$ cat src/rtl/rambus_sample_reader.sv
// rambus_sample_reader
//   Wishbone classic initiator on the rambus master port (OpenRAM wrapper
//   port B). Streams an inclusive word range out of the 1kB RAM, once or
//   looping. Fetched words land in a small first-word-fall-through FIFO
//   that feeds a valid/ready sample stream.
//
// Ports
//   wb_clk_i, wb_rst_n_i       clock, asynchronous active-low reset
//   enable_i, loop_i           run request (level), wrap at range end
//   start_word_i, end_word_i   inclusive word range (byte addr = index*4)
//   sample_valid_o/data_o      FIFO head; popped on valid & sample_ready_i
//   done_o, err_o              non-loop range fetched / ack timeout
//   rambus_wb_*                Wishbone master towards the RAM wrapper
module rambus_sample_reader #(
    parameter int FIFO_DEPTH = 4,
    parameter int TIMEOUT    = 255
) (
    input  logic        wb_clk_i,
    input  logic        wb_rst_n_i,
    input  logic        enable_i,
    input  logic        loop_i,
    input  logic [7:0]  start_word_i,
    input  logic [7:0]  end_word_i,
    output logic        sample_valid_o,
    output logic [31:0] sample_data_o,
    input  logic        sample_ready_i,
    output logic        done_o,
    output logic        err_o,
    output logic        rambus_wb_clk_o,
    output logic        rambus_wb_rst_o,
    output logic        rambus_wb_stb_o,
    output logic        rambus_wb_cyc_o,
    output logic        rambus_wb_we_o,
    output logic [3:0]  rambus_wb_sel_o,
    output logic [31:0] rambus_wb_dat_o,
    output logic [9:0]  rambus_wb_adr_o,
    input  logic        rambus_wb_ack_i,
    input  logic [31:0] rambus_wb_dat_i
);

    localparam int AW = $clog2(FIFO_DEPTH);
    localparam int CW = AW + 1;
    localparam logic [CW-1:0] DEPTH_C  = CW'(FIFO_DEPTH);
    localparam logic [7:0]    TMO_LAST = 8'(TIMEOUT - 1);

    typedef enum logic [2:0] {
        S_IDLE,
        S_WAIT,
        S_REQ,
        S_DONE,
        S_ERR
    } state_t;

    state_t      state_q;
    logic [7:0]  ptr_q;
    logic [7:0]  timer_q;
    logic        stb_q;
    logic        done_q;
    logic        err_q;

    logic [31:0]   mem_q [FIFO_DEPTH];
    logic [AW-1:0] rd_q;
    logic [AW-1:0] wr_q;
    logic [CW-1:0] cnt_q;

    logic ack_take;
    logic push;
    logic pop;
    logic flush;
    logic fifo_valid;

    // A word acked after enable_i has dropped is discarded together with
    // the rest of the FIFO, so push and flush are never both set.
    always_comb begin
        fifo_valid = (cnt_q != '0);
        ack_take   = (state_q == S_REQ) && rambus_wb_ack_i;
        push       = ack_take && enable_i;
        flush      = ((state_q == S_IDLE) && enable_i)
                   || (((state_q == S_WAIT) || (state_q == S_DONE) || (state_q == S_ERR)) && !enable_i)
                   || (ack_take && !enable_i);
        pop        = fifo_valid && sample_ready_i && !flush;
    end

    // Control FSM. stb_q is set on entry to REQ and cleared on exit, so
    // an ack at cycle N passes through WAIT and the next strobe is N+2.
    always_ff @(posedge wb_clk_i or negedge wb_rst_n_i) begin
        if (!wb_rst_n_i) begin
            state_q <= S_IDLE;
            ptr_q   <= '0;
            timer_q <= '0;
            stb_q   <= 1'b0;
            done_q  <= 1'b0;
            err_q   <= 1'b0;
        end else begin
            case (state_q)
                S_IDLE: begin
                    if (enable_i) begin
                        ptr_q   <= start_word_i;
                        state_q <= S_WAIT;
                    end
                end
                S_WAIT: begin
                    if (!enable_i) begin
                        state_q <= S_IDLE;
                    end else if (cnt_q < DEPTH_C) begin
                        stb_q   <= 1'b1;
                        timer_q <= '0;
                        state_q <= S_REQ;
                    end
                end
                S_REQ: begin
                    if (rambus_wb_ack_i) begin
                        stb_q   <= 1'b0;
                        timer_q <= '0;
                        if (!enable_i) begin
                            state_q <= S_IDLE;
                        end else if (ptr_q == end_word_i) begin
                            if (loop_i) begin
                                ptr_q   <= start_word_i;
                                state_q <= S_WAIT;
                            end else begin
                                done_q  <= 1'b1;
                                state_q <= S_DONE;
                            end
                        end else begin
                            ptr_q   <= ptr_q + 8'd1;
                            state_q <= S_WAIT;
                        end
                    end else if (timer_q == TMO_LAST) begin
                        stb_q   <= 1'b0;
                        timer_q <= '0;
                        err_q   <= 1'b1;
                        state_q <= S_ERR;
                    end else begin
                        timer_q <= timer_q + 8'd1;
                    end
                end
                S_DONE: begin
                    if (!enable_i) begin
                        done_q  <= 1'b0;
                        state_q <= S_IDLE;
                    end
                end
                S_ERR: begin
                    if (!enable_i) begin
                        err_q   <= 1'b0;
                        state_q <= S_IDLE;
                    end
                end
                default: begin
                    stb_q   <= 1'b0;
                    state_q <= S_IDLE;
                end
            endcase
        end
    end

    // FIFO storage needs no reset: the head is masked while empty.
    always_ff @(posedge wb_clk_i) begin
        if (push) begin
            mem_q[wr_q] <= rambus_wb_dat_i;
        end
    end

    always_ff @(posedge wb_clk_i or negedge wb_rst_n_i) begin
        if (!wb_rst_n_i) begin
            rd_q  <= '0;
            wr_q  <= '0;
            cnt_q <= '0;
        end else if (flush) begin
            rd_q  <= '0;
            wr_q  <= '0;
            cnt_q <= '0;
        end else begin
            if (push) begin
                wr_q <= wr_q + AW'(1);
            end
            if (pop) begin
                rd_q <= rd_q + AW'(1);
            end
            if (push && !pop) begin
                cnt_q <= cnt_q + CW'(1);
            end else if (pop && !push) begin
                cnt_q <= cnt_q - CW'(1);
            end
        end
    end

    assign sample_valid_o  = fifo_valid;
    assign sample_data_o   = fifo_valid ? mem_q[rd_q] : '0;
    assign done_o          = done_q;
    assign err_o           = err_q;
    assign rambus_wb_clk_o = wb_clk_i;
    assign rambus_wb_rst_o = ~wb_rst_n_i;
    assign rambus_wb_stb_o = stb_q;
    assign rambus_wb_cyc_o = stb_q;
    assign rambus_wb_we_o  = 1'b0;
    assign rambus_wb_sel_o = 4'hF;
    assign rambus_wb_dat_o = '0;
    assign rambus_wb_adr_o = {ptr_q, 2'b00};

endmodule

$ cat config.mk
export PLATFORM = sky130hd
export DESIGN_NAME = rambus_sample_reader
export DESIGN_NICKNAME = d
export VERILOG_FILES = /design/src/rtl/rambus_sample_reader.sv
export SDC_FILE = /design/constraint.sdc
export NUM_CORES = 1
export LEC_CHECK = 0
export BUFFER_PORTS_ARGS = -buffer_cell sky130_fd_sc_hd__buf_4
export CAP_MARGIN = 20
export CORE_ASPECT_RATIO = 0.9
export CORE_MARGIN = 2
export CORE_UTILIZATION = 28
export CTS_CLUSTER_DIAMETER = 80
export DETAILED_ROUTE_END_ITERATION = 12
export GPL_TIMING_DRIVEN = 0
export SKIP_CTS_REPAIR_TIMING = 1
export SLEW_MARGIN = 20
export SYNTH_ARGS = -nofsm -noshare
export SYNTH_HDL_FRONTEND = slang
export SYNTH_SLANG_ARGS = --single-unit
$ cat constraint.sdc
create_clock -name wb_clk_i -period 3.1 [get_ports wb_clk_i]
set_clock_uncertainty 0.05 [all_clocks]
set_input_delay 0.155 -clock wb_clk_i [delete_from_list [all_inputs] [get_ports wb_clk_i]]
set_output_delay 0.155 -clock wb_clk_i [all_outputs]
set_load 0.05 [all_outputs]
Yosys cells after proc, flatten, opt, wreduce, memory -nomap -nowiden
Memory sizes are Yosys's and may differ from the RTL's.
Cells that the tools add are included.
W data, S select, Z words.
Operators by class
  add/sub/neg operators: 6
  magnitude comparators: 1
  eq/ne operators: 21
  mux-type cells: 45
  bitwise logic cells: 2
  reductions and logical operators: 34
Operator list (number)
  $mux W8: 9
  $mux W3: 11
  $mux W32: 1
  $pmux W8 S2: 2
  $ne A2 B2 Y1 const B: 9
  $add A8 B1 Y8 const B: 2
  $mux W1: 13
  $pmux W3 S4: 1
  $reduce_and A4 Y1: 3
  $reduce_bool A2 Y1: 6
  $mux W2: 5
  $logic_and A1 B1 Y1: 9
  $eq A8 B8 Y1: 1
  $eq A8 B8 Y1 const B: 1
  $eq A3 B2 Y1 const B: 2
  $ne A2 B1 Y1 const B: 3
  $ne A3 B2 Y1 const B: 2
  $reduce_and A6 Y1: 1
  $reduce_bool A3 Y1: 2
  $reduce_and A5 Y1: 1
  $add A2 B1 Y2 const B: 2
  $logic_not A1 Y1: 4
  $logic_or A1 B1 Y1: 4
  $pmux W1 S2: 2
  12 further kinds: 13
Storage, ports and cells
  register bits after elaboration: 29
  RAM bits: 128
  bits of input ports: 54
  output and inout bits: 86
  word-level logic and storage cells: 119
  memories: 1
Memory list
  mem_q: depth 4, bits a word 32, rd ports 1, clocked after Yosys merged registers in 0, wr ports 1, RTL line 61  | logic [31:0] mem_q [FIFO_DEPTH];

Logic depth before layout (Yosys ltp)
  depth after elaboration: 12
  gate-level depth with buffers: 9
  gate-level depth less buffers: 8

==> flow_summary.json <==
{
  "finalSetupTns_ns": 0,
  "setup_viol": 0,
  "final_cells": 1021,
  "die_w_um": 172,
  "comb_power_share_pct": 42.1,
  "via_count": 4388,
  "whs_path_depth": 4,
  "cp-start-kind": "register",
  "layout-drive-gt1-share_pct": 35.3,
  "multiInputGateArea_um2": 2200,
  "portBuffers": 100,
  "grt_busiest_layer": "met2",
  "final.period_utilization_pct": 88.9,
  "power.switching_mw": 3.39,
  "synth_cells": 459,
  "antenna_cells": 0,
  "seq_area_um2": 4570,
  "grt_max_degree": 31,
  "hpwlAfterDp_mm": 9.79,
  "drt_first_pass_iters": 4,
  "die_y_um": 155,
  "finalWirelength_mm": 15.5,
  "io_pins": 140,
  "path_common_cell": "clkbuf_1",
  "hold_class": "in2reg",
  "synth-edff-count": 128,
  "gr-usage-met2_pct": 18.8,
  "start_util_pct": 28.3,
  "nets": 728,
  "power_density_nw_per_um2": 863,
  "pwr-share-seq_pct": 30.8,
  "syn_to_final_growth_pct": 35.0,
  "routabilityCongestion": 0.742,
  "grtUsageMet3_pct": 3.31,
  "clock_power_share_pct": 27.2,
  "tightest_slew_ns": 0.911,
  "die-area_um2": 26600,
  "p_leak_nw": 3.62,
  "synth_compound_area_share_pct": 5.78,
  "ys_seq_elements": 157,
  "grtUsageTotal_pct": 11.8,
  "placeableCoreArea_um2": 25000,
  "drc": 0,
  "finalPower_mw": 8.27,
  "internal_power_mw": 4.88,
  "synth_top_family_by_area": "multiplexers",
  "synth_xor_area_share_pct": 1.73,
  "worst_path_max_delay_cell": "clkbuf_1",
  "grt_overflow": 0,
  "rsz0062_at_grt": "no",
  "swShare_pct": 41.0,
  "fin_hold_ws_ns": 0.0210,
  "cts_tree": "yes",
  "period_needed_ns": 2.76,
  "r2r_cells": 9,
  "syn_avg_cell_area_um2": 15.5,
  "synth_fa_ha_area_share_pct": 1.52,
  "async_flop_share_pct": 18.5,
  "crit_arrival_ns": 2.55,
  "synth_mux_area_share_pct": 11.4,
  "clk_latency_ns": 0.54,
  "max_freq_mhz": 363,
  "path_max_fanout": 10,
  "ys_seq_area_share_pct": 64.4,
  "peakVddDrop_mv": 0.699,
  "grt_pass1_wl_mm": 23.4,
  "netlist_area_um2": 7100,
  "fin_util_pct": 38.2,
  "final_max_slew_viol_count": 0,
  "path_clk_slew_ns": 0.07,
  "hold_viol_final": 0,
  "status": "completed",
  "row_count": 55,
  "path_cells": "clkbuf_1 -> clkbuf_1 -> mux4_2 -> and2_1 -> buf_4",
  "fill_cells": 2441,
  "met1_usage_pct": 15.4,
  "ys_types": 53,
  "required_ns": 2.89,
  "antenna_found_initial": 0,
  "wl_per_cell_um": 15.1,
  "dr.first_iter.drc_count": 152,
  "via_per_inst": 4.30,
  "synthFlopType": "edfxtp_1",
  "post_synth_and_or_nand_nor_area_fraction_pct": 8.50,
  "slew_headroom_pct": 38.7,
  "max_stage_delay_ns": 0.64,
  "critPathCaptureType": "output port",
  "crit_type": "reg2out",
  "yosys_warnings": 0,
  "dpl.cell_count": 942,
  "drtAntennaViolNets": 0,
  "first_global_vias": 4176,
  "drv_cap": 0
}
worst max-delay path, delay by kind of cell (launching register included):
kind	cells	cell delay (ns)
buffers and inverters	3	1.12
DFF	1	0.32
muxes	1	0.40
and+or+nand+nor	1	0.18
Yosys cell counts (2+ instances only):
cell type  count  area share (%)
edfxtp_1     128              54
buf_4         41             4.3
and2_1        36             3.2
mux4_2        32              10
dfrtp_1       29              10
nand2_1       19             1.0
o21ai_0       14            0.99
nor2_1        13            0.69
a21oi_1       12            0.85
inv_1         12            0.63
clkbuf_1      11            0.58
nand3_1       11            0.78
xor2_1        11             1.4
a221oi_1       7            0.86
buf_2          7            0.49
ha_1           7             1.2
a2bb2oi_1      6            0.74
mux2i_1        6            0.85
nand4_1        5            0.44
o31ai_1        4            0.42
buf_6          3            0.48
nor3_1         3            0.21
xnor2_1        3            0.37
a211oi_1       2            0.21
and2b_2        2            0.25
and3_1         2            0.18
conb_1         2            0.11
nand2b_1       2            0.18
nor4_4         2            0.60
o211ai_1       2            0.21
o41ai_1        2            0.25
or2_2          2            0.18
layout by cell type, fill, tap and decap left out, types with 13 or more instances in the layout:
cell,n
buf_4,141
nor2_1,13
clkbuf_16,20
conb_1,39
nand2_1,19
o21ai_0,14
and2_1,32
dlygate4sd3_1,44
edfxtp_1,128
mux4_2,32
dfrtp_1,29
cell type report:
cell class                      instances  share of cell area, %
Clock buffer                           22                   5.34
Clock inverter                         14                   1.32
Timing Repair Buffer                  147                   13.3
Inverter                               12                  0.470
Multi-Input combinational cell        264                   23.0
Sequential cell                       157                   47.7
Buffer                                 63                   4.42
Tap cell                              342                   4.47
cells by family after synthesis:
family,count (synthesis)
buffers and inverters,75
flip-flops,157
AO/OA/AOI/OAI,59
multiplexers,40
AND/OR/NAND/NOR,104
XOR/XNOR,14
adder cells (fa/ha/maj),8
other,2
path summary, 6_finish.rpt:
kind                            start                to  slack, ns
setup / recovery              rd_q[1]  sample_data_o[9]       0.34
hold / removal               enable_i            done_o       0.02
setup reg to reg             cnt_q[2]          cnt_q[2]       0.43
hold reg to reg            timer_q[6]        timer_q[6]       0.47
max in group asynchronous  wb_rst_n_i        timer_q[0]       2.61
min in group asynchronous  wb_rst_n_i          ptr_q[7]       0.07
per-layer routing:
layer | part of all wire [%] | up-vias
met5 | 0 | -
met4 | 1.9 | 0
met3 | 4.7 | 22
met2 | 49 | 128
met1 | 44 | 2157
li1 | - | 2081
metrics by stage:
step / cell area [um^2] / setup slack [ns]
global placement: 8410 / -0.00670
detailed placement: 8510 / 0.375
floorplan: 7230 / 0.511
global route: 9580 / 0.149
finish: 9580 / 0.345
CTS: 9140 / 0.292
power groups by stage:
stage	Sequential [mW]	Clock (mW)	Combinational [mW]
after floorplan	2.75	0.0695	2.32
after global placement	2.59	0.0877	3.47
after detailed placement	2.59	0.0877	3.49
after CTS	2.54	2.31	3.49
after global routing	2.57	2.40	3.71
final	2.54	2.24	3.48
state kept, by name (all words and copies together) (netlist names):
register	flops
mem_q	128
rambus_wb_cyc_o	1
cnt_q	3
wr_q	2
done_o	1
ptr_q	8
rd_q	2
timer_q	8
err_o	1
state_q	3
No activity file was read; power rests on OpenSTA's default activity.
